==> src/rtl/counter_sequencer.sv <==
// counter_sequencer
//   Control FSM for a 2-digit up/down counter. Turns raw button levels into
//   the counter's run enable, direction and preset value, produces the
//   count-step strobe at a programmable rate and applies the limit policy.
//
// Ports
//   clk        rising-edge system clock
//   reset      asynchronous active-low reset
//   run_btn    run/pause button level (synchronous)
//   dir_btn    direction-toggle button level (synchronous)
//   load_btn   load-preset button level (synchronous)
//   mode       limit policy: 00 wrap, 01 one-shot, 10 ping-pong, 11 wrap
//   sw_value   preset value from switches
//   count      current counter value fed back from the counter
//   start      counter run enable
//   ud         direction, 0 = up, 1 = down
//   startValue preset value presented to the counter (clipped to MAX_VAL)
//   load       one-cycle preset strobe
//   cnt_en     one-cycle count-step strobe
//   busy       high while running
//   done       high while stopped at a one-shot limit
module counter_sequencer #(
    parameter int WIDTH    = 7,
    parameter int MAX_VAL  = 99,
    parameter int TICK_DIV = 4
) (
    input  logic             clk,
    input  logic             reset,
    input  logic             run_btn,
    input  logic             dir_btn,
    input  logic             load_btn,
    input  logic [1:0]       mode,
    input  logic [WIDTH-1:0] sw_value,
    input  logic [WIDTH-1:0] count,
    output logic             start,
    output logic             ud,
    output logic [WIDTH-1:0] startValue,
    output logic             load,
    output logic             cnt_en,
    output logic             busy,
    output logic             done
);

    localparam int              PW         = (TICK_DIV > 2) ? $clog2(TICK_DIV) : 1;
    localparam logic [PW-1:0]   PRESC_LAST = PW'(TICK_DIV - 1);
    localparam logic [WIDTH-1:0] MAX_V     = WIDTH'(MAX_VAL);

    typedef enum logic [2:0] {
        S_IDLE,
        S_LOAD,
        S_RUN,
        S_PAUSE,
        S_DONE
    } state_t;

    state_t           state_q;
    logic [PW-1:0]    presc_q;
    logic             run_hist_q, dir_hist_q, load_hist_q;
    logic             start_q, ud_q, load_q, cnt_en_q, busy_q, done_q;
    logic [WIDTH-1:0] sv_q;

    logic             run_e_d, dir_e_d, load_e_d;
    logic [PW-1:0]    presc_inc_d, phase_d;
    logic             at_limit_d, run_cont_d, resume_d, slot_d, hit_d;
    logic             strobe_d, to_done_d, reverse_d, dir_tog_d;
    logic [WIDTH-1:0] clip_d;

    always_comb begin
        run_e_d     = run_btn  & ~run_hist_q;
        dir_e_d     = dir_btn  & ~dir_hist_q;
        load_e_d    = load_btn & ~load_hist_q;
        presc_inc_d = (presc_q == PRESC_LAST) ? '0 : presc_q + 1'b1;
        at_limit_d  = ud_q ? (count == '0) : (count >= MAX_V);
        // Two ways to be in RUN next cycle: staying (prescaler advances) or
        // resuming from PAUSE (prescaler keeps its held phase). Entry from
        // IDLE/DONE clears the prescaler, which is never a strobe slot.
        run_cont_d  = (state_q == S_RUN) & ~run_e_d;
        resume_d    = (state_q == S_PAUSE) & run_e_d & ~load_e_d;
        phase_d     = run_cont_d ? presc_inc_d : presc_q;
        slot_d      = (run_cont_d | resume_d) & (phase_d == PRESC_LAST);
        hit_d       = slot_d & at_limit_d;
        strobe_d    = slot_d & (~at_limit_d | (mode == 2'b00) | (mode == 2'b11));
        to_done_d   = hit_d & (mode == 2'b01);
        reverse_d   = hit_d & (mode == 2'b10);
        dir_tog_d   = dir_e_d & (state_q != S_LOAD);
        clip_d      = (sw_value > MAX_V) ? MAX_V : sw_value;
    end

    always_ff @(posedge clk or negedge reset) begin
        if (!reset) begin
            state_q     <= S_IDLE;
            presc_q     <= '0;
            run_hist_q  <= 1'b0;
            dir_hist_q  <= 1'b0;
            load_hist_q <= 1'b0;
            start_q     <= 1'b0;
            ud_q        <= 1'b0;
            sv_q        <= '0;
            load_q      <= 1'b0;
            cnt_en_q    <= 1'b0;
            busy_q      <= 1'b0;
            done_q      <= 1'b0;
        end else begin
            run_hist_q  <= run_btn;
            dir_hist_q  <= dir_btn;
            load_hist_q <= load_btn;
            start_q     <= 1'b0;
            busy_q      <= 1'b0;
            done_q      <= 1'b0;
            load_q      <= 1'b0;
            cnt_en_q    <= 1'b0;
            // A dir edge and a ping-pong reversal together flip ud once.
            ud_q        <= ud_q ^ (dir_tog_d | reverse_d);

            case (state_q)
                S_IDLE, S_DONE: begin
                    if (load_e_d) begin
                        state_q <= S_LOAD;
                        load_q  <= 1'b1;
                        sv_q    <= clip_d;
                    end else if (run_e_d) begin
                        state_q <= S_RUN;
                        presc_q <= '0;
                        start_q <= 1'b1;
                        busy_q  <= 1'b1;
                    end else begin
                        done_q  <= (state_q == S_DONE);
                    end
                end

                S_LOAD: begin
                    state_q <= S_IDLE;
                end

                S_RUN: begin
                    if (run_e_d) begin
                        state_q <= S_PAUSE;
                    end else begin
                        presc_q <= presc_inc_d;
                        if (to_done_d) begin
                            state_q <= S_DONE;
                            done_q  <= 1'b1;
                        end else begin
                            start_q  <= 1'b1;
                            busy_q   <= 1'b1;
                            cnt_en_q <= strobe_d;
                        end
                    end
                end

                S_PAUSE: begin
                    if (load_e_d) begin
                        state_q <= S_LOAD;
                        load_q  <= 1'b1;
                        sv_q    <= clip_d;
                        presc_q <= '0;
                    end else if (run_e_d) begin
                        if (to_done_d) begin
                            state_q <= S_DONE;
                            done_q  <= 1'b1;
                        end else begin
                            state_q  <= S_RUN;
                            start_q  <= 1'b1;
                            busy_q   <= 1'b1;
                            cnt_en_q <= strobe_d;
                        end
                    end
                end

                default: begin
                    state_q <= S_IDLE;
                end
            endcase
        end
    end

    assign start      = start_q;
    assign ud         = ud_q;
    assign startValue = sv_q;
    assign load       = load_q;
    assign cnt_en     = cnt_en_q;
    assign busy       = busy_q;
    assign done       = done_q;

endmodule
==> config.mk <==
export PLATFORM = sky130hd
export DESIGN_NAME = counter_sequencer
export DESIGN_NICKNAME = d
export VERILOG_FILES = /design/src/rtl/counter_sequencer.sv
export SDC_FILE = /design/constraint.sdc
export NUM_CORES = 1
export LEC_CHECK = 0
export ABC_AREA = 1
export ABC_CLOCK_PERIOD_IN_PS = 2350
export CAP_MARGIN = 40
export CORE_MARGIN = 3
export CORE_UTILIZATION = 35
export CTS_CLUSTER_DIAMETER = 120
export DETAILED_ROUTE_END_ITERATION = 12
export HOLD_SLACK_MARGIN = 0.15
export PLACE_DENSITY = 0.67
export SYNTH_ARGS = -nofsm -noshare
export SYNTH_HDL_FRONTEND = slang
export SYNTH_SLANG_ARGS = --single-unit
==> constraint.sdc <==
create_clock -name clk -period 2.35 [get_ports clk]
set_input_delay 0.705 -clock clk [delete_from_list [all_inputs] [get_ports clk]]
set_output_delay 0.705 -clock clk [all_outputs]
set_load 0.02 [all_outputs]
# After elaboration in Yosys (flattened, before gate mapping)
# Index checks and enable logic that the tools add are counted.
# classes
addsub	1
eq_ne	16
reduce_logical	9
n_mux	38
bitwise_logic	23
n_lt_le_gt_ge	2
# op_table
operator	n
two-way mux 3 bit	7
two-way mux 1 bit	19
bitwise AND 1 bit	12
two-way mux 2 bit	6
inequality test 3 bit (second input constant)	3
one-hot mux 3 bit (3 select lines)	1
equality test 2 bit (second input constant)	4
inequality test 2 bit (second input constant)	4
greater-or-equal comparator 7 bit (second input constant)	1
greater-than comparator 7 bit (second input constant)	1
zero test 7 bit	1
two-way mux 7 bit	1
equality test 3 x 2 -> 1 bit (second input constant)	2
inverter 1 bit	6
one-hot mux 1 bit (3 select lines)	2
one-hot mux 2 bit (3 select lines)	1
AND reduction 5 bit	1
bitwise OR 1 bit	4
equality test 3 bit (second input constant)	1
zero test 3 bit	1
inequality test 3 x 1 -> 1 bit (second input constant)	1
AND reduction 3 bit	1
nonzero test 3 bit	1
OR reduction 3 bit	1
other kinds (7)	7
# word_totals
wordCells	100
ff_bits	20
inputBits	21
out_inout_bits	13

# Depth between registers and ports, before layout
# Gate-level depths: netlist of run 1.
# logic_depth
depth_word	13
depth_mapped	11
depth_no_buf	11

# Least setup slack after synthesis of run 1
# OpenSTA, ideal clock, no wires.
# synth_timing
path_type	input-to-reg
startpoint	in run_btn
endpoint	reg done_q (netlist: done)
stages	9
path_slack_ns	0.806
t_arrival_ns	1.425
cell_sequence	nand2_2 inv_1 nand3_1 nand2_2 nand4_4 nand2_1 nand2_2 nand2_2 nand2_1
# synth_between
elab_chain_cells	12
elab_cells_between_ends	18
# synth_lines
element	line	source
start: declaration	29	input logic run_btn,
bitwise AND 1 bit *	69	run_e_d = run_btn & ~run_hist_q;
inverter 1 bit	77	run_cont_d = (state_q == S_RUN) & ~run_e_d;
bitwise AND 1 bit	77	
two-way mux 2 bit	79	phase_d = run_cont_d ? presc_inc_d : presc_q;
equality test 2 bit	80	slot_d = (run_cont_d | resume_d) & (phase_d == PRESC_LAST);
bitwise AND 1 bit	80	
bitwise AND 1 bit	81	hit_d = slot_d & at_limit_d;
bitwise AND 1 bit	83	to_done_d = hit_d & (mode == 2'b01);
two-way mux 1 bit	140, 158	
two-way mux 1 bit	157	end else if (run_e_d) begin
two-way mux 1 bit	152	if (load_e_d) begin
one-hot mux 1 bit (3 select lines) *	115	case (state_q)
end signal: assignment	127	done_q <= (state_q == S_DONE);
end: declaration	59	logic start_q, ud_q, load_q, cnt_en_q, busy_q, done_q;
# Mark *: on every way between the ends. The rest lies on a longest branch, timed or not.
# A chain may end at the register's enable or synchronous reset.

# Worst setup path in the final report of run 1
# layout_timing
startpoint	reg ud_q (netlist: ud)
endpoint	out ud
# layout_lines
element	line	source
start: declaration	59	
start signal: assignment	113	ud_q <= ud_q ^ (dir_tog_d | reverse_d);
end: declaration	36	output logic ud,
# No word-level cell between the ends.

==> flow_summary.json, run 1 <==
{
  "grt_antenna_before_repair": 0,
  "insertion_delay_ps": 290,
  "detail_route.wirelength_um": 2290,
  "routabilityCongestion": 0.882,
  "crit_path_start": "ud",
  "max_cap_violations": 0,
  "wire_length_of_the_first_global_routing_pass_um": 3910,
  "ctsHoldBuffers": 0,
  "synthesis.area_sq_um": 1100,
  "grt_residual_overflow": 0,
  "start_util": 0.383,
  "fillCellCount": 280,
  "die_h_um": 62.1,
  "total_leakage_power_nw": 0.799,
  "drc_markers": 0,
  "endpoint_type_of_the_worst_setup_path": "output pin",
  "synth_sequential_area_ratio": 0.455,
  "globalRouteTotalUtil": 0.133,
  "cp-start-kind": "flip-flop",
  "clk_transition_reported_paths_ps": 110,
  "synth.ff_latch_count": 20,
  "hold_path_class": "flip-flop to flip-flop",
  "power.total_mw": 1.46,
  "clkSinkCount": 20,
  "number_of_max_slew_violations_in_the_final_report": 0,
  "grt_setup_unrepaired": "false",
  "drt-initial-drc-count": 16,
  "critical_path.top_delay_family": "buffers and inverters",
  "cts_buffers": 3,
  "postSynthNetCount": 167,
  "netSwitchingPower_uw": 616,
  "cpMaxStageDelayCell": "clkdlybuf4s50_1",
  "coreArea_sq_um": 2880,
  "worstPathCellList": "clkdlybuf4s50_1",
  "finalNetCount": 204,
  "post-route-util": 0.521,
  "layout-drive-gt1-share": 0.100,
  "n_antenna_cell": 0,
  "worst_ir_drop_vdd_mv": 0.509,
  "wl_per_cell_um": 10.3,
  "first_global_vias": 1022,
  "fmaxAchievable_mhz": 490,
  "status": "completed",
  "post_cts_resized": 0,
  "fin_ws_ps": 308,
  "fin_crit_sh": 0.869,
  "arrival_ps": 1340,
  "detailed_place_hpwl_um": 1860,
  "full_die_area_sq_um": 3860,
  "pwr-share-seq": 0.361,
  "relSlewSlack": 0.698,
  "drt_pass1_iterations": 3,
  "worstSetupPathType": "flip-flop to output pin",
  "drtAntennaViolNets": 0,
  "num_rows": 19,
  "cp_data_required_time_ps": 1640,
  "finalSetupTns_ps": 0,
  "area_delta_synth_final_pct": 36.1,
  "fp.dieW_um": 62.1,
  "internal-power_uw": 841,
  "drt-vias-per-instance": 4.51,
  "setup_viol": 0,
  "synthesis.yosys.warnings": 0,
  "buffer_depth_of_the_longest_clock_path": 2,
  "cts_tree": "built",
  "cp_max_fo": 4,
  "maximum_number_of_pins_on_one_net_before_global_route_repair": 21,
  "vias": 1001,
  "clock_skew_ps": 4.04,
  "number_of_buffers_inserted_by_post_cts_setup_repair": 0,
  "htree_levels": 1,
  "hold_viol_final": 0,
  "power.switching_fraction": 0.423,
  "place.port_buffers": 33,
  "clockPowerShare": 0.109,
  "top_level_ports": 34,
  "part_of_the_total_power_dissipated_in_combinational_logic": 0.530,
  "post_synthesis_cells": 145,
  "layout.cells.non_filler": 222,
  "avgSynthCellArea_sq_um": 7.59,
  "period_needed_ps": 2040,
  "critical_path.max_stage_delay_ps": 620,
  "worstMarginPinSlew_ps": 448,
  "post-place-cells": 219,
  "ctsRootBufferMaster": "clkbuf_4",
  "path_buf_inv": 1,
  "pwr_density_cell_nw_per_um2": 972,
  "synth_cell_type_count": 25,
  "hold_path_startpoint": "startValue[5]",
  "worstReg2RegStart": "presc_q[0]",
  "place_ws_ps": 171
}
worst min-delay path: cells and delay by family (launching register included):
| kind | cells | cell delay (ps) |
|---|---|---|
| and+or+nand+nor | 2 | 100 |
| DFF | 1 | 360 |
power groups by stage:
stage          clock, mW  sequential, mW  combinational [mW]
3_5_place_dp           0           0.535               0.777
4_1_cts            0.164           0.528               0.782
5_1_grt            0.179           0.547               0.860
6_report           0.160           0.526               0.772
2_1_floorplan          0           0.616               0.410
3_3_place_gp           0           0.528               0.764
layer usage:
metal | routed length (um) | track usage | up-vias
li1 | - | - | 509
met1 | 968 | 0.146 | 458
met2 | 1130 | 0.254 | 32
met3 | 181 | 0.0310 | 2
met4 | 9 | 0.0333 | 0
met5 | 0 | 0 | -
metrics by stage:
step,hold WS [ps],instance area (sq um)
after floorplan,409,1100
after global placement,456,1480
after detailed placement,463,1480
after CTS,490,1500
after global routing,519,1500
final,485,1500
final cells by class:
type | count | area (sq um) | share of cell area
inverters | 30 | 113 | 0.0751
flip-flops and latches | 20 | 500 | 0.334
multi-input cells | 93 | 473 | 0.316
clock buffers | 3 | 22.5 | 0.0150
repair buffers | 34 | 338 | 0.225
well taps | 42 | 52.6 | 0.0351
cells in the mapped netlist (all sizes together):
cell	count	share of area
nand2	50	0.18
xor2	1	0.0080
dfrtp	20	0.45
ha	1	0.011
nand3b	1	0.0068
a31oi	2	0.011
o21ai	3	0.014
o31ai	1	0.0068
inv	30	0.10
o311ai	1	0.0080
nand3	9	0.045
a21oi	2	0.0091
o211ai	1	0.0068
and3	1	0.0068
nand4	2	0.025
nor2	16	0.068
buf	2	0.014
nor3	1	0.015
or2	1	0.0057
cell usage in the layout, fill, tap and decap left out, drive strengths merged:
master	n
ha	1
nand2	50
or2	1
o211ai	1
clkdlybuf4s50	33
o21ai	3
and3	1
xor2	1
nand4	2
dfrtp	20
clkbuf	3
buf	1
nor2	16
a31oi	2
nand3b	1
inv	30
o311ai	1
a21oi	2
o31ai	1
nor3	1
nand3	9
cell families after synthesis:
family,Yosys count,share of synthesized area
AO/OA/AOI/OAI,10,0.0557
flip-flops,20,0.455
buffers and inverters,32,0.116
adder cells (fa/ha/maj),1,0.0114
AND/OR/NAND/NOR,81,0.355
XOR/XNOR,1,0.00796
worst paths after layout:
kind / to / slack (ps) / depth (start not counted)
max in group asynchronous: presc_q[0] / 1390 / 2
worst max-delay path: ud / 310 / 1
worst min-delay path: startValue[5] / 480 / 2
worst max register to register: state_q[2] / 770 / 10
min in group asynchronous: state_q[2] / 750 / 2
worst min register to register: startValue[5] / 480 / 2
sequential cells by signal, indices dropped and copies added (netlist names):
name and cells:
load_hist_q 1, cnt_en 1, done 1, ud 1, presc_q 2, run_hist_q 1, state_q 3, dir_hist_q 1
busy 1, startValue 7, load 1
(Power assumes the default switching activity.)
==> run 2: changes to the inputs <==
--- a/config.mk
+++ b/config.mk
@@ -6,7 +6,7 @@
 export NUM_CORES = 1
 export LEC_CHECK = 0
 export ABC_AREA = 1
-export ABC_CLOCK_PERIOD_IN_PS = 2350
+export ABC_CLOCK_PERIOD_IN_PS = 2600
 export CAP_MARGIN = 40
 export CORE_MARGIN = 3
 export CORE_UTILIZATION = 35
==> constraint.sdc (replaced) <==
create_clock -name clk -period 2.6 [get_ports clk]
set_input_delay 0.78 -clock clk [delete_from_list [all_inputs] [get_ports clk]]
set_output_delay 0.78 -clock clk [all_outputs]
set_load 0.02 [all_outputs]
==> run 2 against run 1 <==
Against the previous run: clock skew decreased by 1.6 ps; sequential share of layout area unchanged; register-to-register slack improved by 260 ps; core utilization unchanged; routed wire length increased by 1.5%; non-clock buffer count unchanged; clock-buffer cell count unchanged; critical path type unchanged; largest cell class unchanged.
==> flow_summary.json, run 2 (synthesis results as in run 1) <==
{
  "dr_wl_met3_um": 182,
  "grt_antenna_before_repair": 0,
  "detail_route.wirelength_um": 2320,
  "fmaxAchievable_mhz": 470,
  "clk_transition_reported_paths_ps": 110,
  "path_buf_inv": 1,
  "cpMaxStageDelayCell": "clkdlybuf4s50_1",
  "routabilityCongestion": 0.882,
  "wl_per_cell_um": 10.5,
  "largest_register_ffs": 7,
  "hold_path_class": "flip-flop to flip-flop",
  "relSlewSlack": 0.695,
  "number_of_max_slew_violations_in_the_final_report": 0,
  "start_util": 0.383,
  "period_needed_ps": 2130,
  "worst_ir_drop_vdd_mv": 0.466,
  "fillCellCount": 281,
  "detailed_place_hpwl_um": 1850,
  "critical_path.max_stage_delay_ps": 630,
  "power.total_mw": 1.32,
  "globalRouteTotalUtil": 0.136,
  "post-place-cells": 219,
  "layout-drive-gt1-share": 0.100,
  "area_delta_synth_final_pct": 36.1,
  "drt-initial-drc-count": 40,
  "max_cap_violations": 0,
  "drt-vias-per-instance": 4.56,
  "worstPathCellList": "clkdlybuf4s50_1",
  "n_antenna_cell": 0,
  "vias": 1012,
  "buffer_depth_of_the_longest_clock_path": 2,
  "drc_markers": 0,
  "critical_path.top_delay_family": "buffers and inverters",
  "holdWs_ps": 485,
  "pwr_density_cell_nw_per_um2": 878,
  "commonest_non_fill_non_tap_cell_in_the_layout": "nand2_1",
  "total_leakage_power_nw": 0.799,
  "post_cts_resized": 0,
  "status": "completed",
  "cp_max_fo": 4,
  "seqCellArea_sq_um": 500,
  "top_signal_layer_used": "met4",
  "place.port_buffers": 33,
  "clkSinkCount": 20,
  "finalSetupTns_ps": 0,
  "maximum_number_of_pins_on_one_net_before_global_route_repair": 21,
  "top_level_ports": 34,
  "layout.cells.non_filler": 222,
  "endpoint_type_of_the_worst_setup_path": "output pin",
  "footprint_of_the_multi_input_gates_sq_um": 473,
  "htree_levels": 1,
  "fp.dieW_um": 62.1,
  "cts_buffers": 3,
  "cts_tree": "built",
  "drt_pass1_iterations": 4,
  "ctsHoldBuffers": 0,
  "layout.cells.most_common_list": "nand2_1, clkdlybuf4s50_1, inv_1",
  "worstMarginPinSlew_ps": 451,
  "worstSetupPathType": "flip-flop to output pin",
  "insertion_delay_ps": 300,
  "grt_setup_unrepaired": "false",
  "clock_skew_ps": 2.44,
  "num_rows": 19,
  "wire_length_of_the_first_global_routing_pass_um": 3960,
  "arrival_ps": 1350,
  "m1WireLength_um": 1010,
  "fin_ws_ps": 474,
  "full_die_area_sq_um": 3860,
  "cp-start-kind": "flip-flop",
  "cp_data_required_time_ps": 1820,
  "place_ws_ps": 345,
  "first_global_vias": 1027,
  "hold_viol_final": 0,
  "fin_crit_sh": 0.818,
  "coreArea_sq_um": 2880,
  "dr_wl_met2_um": 1110,
  "ctsRootBufferMaster": "clkbuf_4",
  "grt_residual_overflow": 0,
  "number_of_buffers_inserted_by_post_cts_setup_repair": 0,
  "drtAntennaViolNets": 0,
  "finalNetCount": 204,
  "setup_viol": 0,
  "die_h_um": 62.1
}
-- run 2: cell type report --
class / instances / area share
inverters: 30 / 0.0751
clock buffers: 3 / 0.0150
repair buffers: 34 / 0.225
well taps: 42 / 0.0351
multi-input cells: 93 / 0.316
flip-flops and latches: 20 / 0.334
-- run 2: worst paths after layout --
path                                 end  cells past startpoint  slack (ps)          start
max in group asynchronous  startValue[0]                      2        1580          reset
setup reg to reg              state_q[2]                     10        1030     presc_q[0]
hold reg to reg            startValue[5]                      2         490  startValue[5]
min in group asynchronous         cnt_en                      2         810          reset
hold / removal             startValue[5]                      2         490  startValue[5]
setup / recovery                      ud                      1         470             ud
-- run 2: metrics by stage --
| step | utilization | area, sq um |
|---|---|---|
| CTS | 0.521 | 1500 |
| floorplan | - | 1100 |
| detailed placement | 0.513 | 1480 |
| global route | 0.521 | 1500 |
| finish | 0.521 | 1500 |
| global placement | 0.513 | 1480 |
-- run 2: where the power goes --
group	internal (mW)	switching, mW
combinational	0.297	0.396
clock	0.0540	0.0936
sequential	0.409	0.0655
total	0.760	0.555
-- run 2: routing by layer --
layer | GRT usage | vias to the layer above
met1 | 0.150 | 465
met5 | 0 | -
met4 | 0.0515 | 0
li1 | - | 509
met3 | 0.0310 | 4
met2 | 0.250 | 34
==> run 3: changes to the inputs <==
--- a/config.mk
+++ b/config.mk
@@ -6,7 +6,7 @@
 export NUM_CORES = 1
 export LEC_CHECK = 0
 export ABC_AREA = 1
-export ABC_CLOCK_PERIOD_IN_PS = 2600
+export ABC_CLOCK_PERIOD_IN_PS = 2000
 export CAP_MARGIN = 40
 export CORE_MARGIN = 3
 export CORE_UTILIZATION = 35
==> constraint.sdc (replaced) <==
create_clock -name clk -period 2 [get_ports clk]
set_input_delay 0.6 -clock clk [delete_from_list [all_inputs] [get_ports clk]]
set_output_delay 0.6 -clock clk [all_outputs]
set_load 0.02 [all_outputs]
==> run 3 against run 2 <==
Against the previous run: cell count increased by 0.90%; die area stayed put; critical path depth is the same; core utilization is 0.61 points higher; flip-flop and latch count is the same; clock power is 24% higher; critical path type unchanged; critical endpoint is now startValue[6]; largest power group unchanged; highest routed layer unchanged.
==> flow_summary.json, run 3 (synthesis results as in run 1) <==
{
  "start_util": 0.383,
  "path_buf_inv": 1,
  "netSwitchingPower_uw": 705,
  "hold_path_startpoint": "startValue[5]",
  "max_cap_violations": 0,
  "detail_route.wirelength_um": 2250,
  "critical_path.top_delay_family": "buffers and inverters",
  "internal-power_uw": 988,
  "drtAntennaViolNets": 0,
  "setup_viol": 0,
  "htree_levels": 1,
  "drt-vias-per-instance": 4.46,
  "drc_markers": 0,
  "part_of_the_total_power_dissipated_in_combinational_logic": 0.528,
  "fillCellCount": 277,
  "fmaxAchievable_mhz": 534,
  "n_antenna_cell": 0,
  "post-route-util": 0.527,
  "fp.dieW_um": 62.1,
  "maximum_number_of_pins_on_one_net_before_global_route_repair": 21,
  "power.switching_fraction": 0.417,
  "insertion_delay_ps": 300,
  "placement_cell_area_sq_um": 1490,
  "number_of_max_slew_violations_in_the_final_report": 0,
  "crit_path_start": "startValue[6]",
  "globalRouteTotalUtil": 0.133,
  "grt_setup_unrepaired": "false",
  "first_global_vias": 964,
  "total_leakage_power_nw": 0.817,
  "clk_transition_reported_paths_ps": 100,
  "hold_path_class": "flip-flop to flip-flop",
  "pwr_density_cell_nw_per_um2": 1120,
  "endpoint_type_of_the_worst_setup_path": "output pin",
  "critical_path.max_stage_delay_ps": 610,
  "layout-drive-gt1-share": 0.110,
  "cp_data_required_time_ps": 1400,
  "layout.cells.non_filler": 224,
  "ctsRootBufferMaster": "clkbuf_4",
  "finalInstanceArea_sq_um": 1520,
  "detailed_place_hpwl_um": 1790,
  "num_rows": 19,
  "post-place-cells": 221,
  "clockPowerShare": 0.109,
  "drt-initial-drc-count": 30,
  "wire_length_of_the_first_global_routing_pass_um": 3830,
  "arrival_ps": 1270,
  "ctsHoldBuffers": 0,
  "wl_per_cell_um": 10.0,
  "pwr-share-seq": 0.363,
  "worstSetupPathType": "flip-flop to output pin",
  "holdWs_ps": 486,
  "cp-start-kind": "flip-flop",
  "fin_crit_sh": 0.937,
  "cp_max_fo": 2,
  "layout.cells.most_common_list": "nand2_1, clkdlybuf4s50_1, inv_1",
  "full_die_area_sq_um": 3860,
  "worstPathCellList": "clkdlybuf4s50_1",
  "area_delta_synth_final_pct": 37.7,
  "largest_register_ffs": 7,
  "vias": 1000,
  "worstMarginPinSlew_ps": 497,
  "clock_skew_ps": 3.70,
  "status": "completed",
  "finalSetupTns_ps": 0,
  "worst_ir_drop_vdd_mv": 0.673,
  "clkSinkCount": 20,
  "worstReg2RegStart": "presc_q[0]",
  "top_level_ports": 34,
  "routabilityCongestion": 0.781,
  "cts_tree": "built",
  "grt_antenna_before_repair": 0,
  "coreArea_sq_um": 2880,
  "commonest_non_fill_non_tap_cell_in_the_layout": "nand2_1",
  "finalNetCount": 206,
  "place.port_buffers": 33,
  "period_needed_ps": 1870,
  "relSlewSlack": 0.665,
  "hold_viol_final": 0,
  "cpMaxStageDelayCell": "clkdlybuf4s50_1",
  "number_of_buffers_inserted_by_post_cts_setup_repair": 0,
  "grt_residual_overflow": 0,
  "cts_buffers": 3,
  "drt_pass1_iterations": 4,
  "buffer_depth_of_the_longest_clock_path": 2,
  "die_h_um": 62.1
}
-- run 3: cell types whose count changed in the layout (fill, tap and decap cells not counted) --
cell / delta
buf_4: +2
clkdlybuf4s50_1: -1
dlymetal6s2s_1: +1
-- run 3: power by group through the flow --
| stage | Combinational [mW] | Sequential [mW] | Clock [mW] |
|---|---|---|---|
| 2_1_floorplan | 0.481 | 0.724 | 0 |
| 3_3_place_gp | 0.893 | 0.620 | 0 |
| 3_5_place_dp | 0.906 | 0.624 | 0 |
| 4_1_cts | 0.911 | 0.618 | 0.195 |
| 5_1_grt | 1.00 | 0.637 | 0.208 |
| 6_report | 0.894 | 0.614 | 0.184 |
-- run 3: layout make-up --
| cell class | count | area, sq um | share of cell area |
|---|---|---|---|
| clock buffers | 3 | 22.5 | 0.0149 |
| inverters | 30 | 113 | 0.0743 |
| multi-input cells | 93 | 473 | 0.312 |
| flip-flops and latches | 20 | 500 | 0.330 |
| well taps | 42 | 52.6 | 0.0347 |
| repair buffers | 36 | 355 | 0.234 |
-- run 3: final timing paths --
check                           cells past startpoint       endpoint  slack, ps
worst max register to register                     10           done        410
max in group asynchronous                           2           busy       1140
worst min-delay path                                2  startValue[5]        490
min in group asynchronous                           2             ud        650
worst min register to register                      2  startValue[5]        490
worst max-delay path                                1  startValue[6]        130
-- run 3: stage by stage --
stage                     worst slack [ps]  power, mW
after floorplan                        524       1.20
after global placement               -33.1       1.51
after detailed placement             -31.8       1.53
after CTS                             37.9       1.72
after global routing                  57.3       1.85
final                                  126       1.69
-- run 3: what timing repair did --
item                                   4_1_cts  5_1_grt
resized for setup                            0        1
setup endpoints to repair                    0        1
endpoints found under the hold margin        0        0
-- run 3: metal layers --
layer,track usage,part of all wire
met4,0.0636,0.016
met5,0,0
met3,0.0248,0.076
met1,0.155,0.45
met2,0.234,0.46
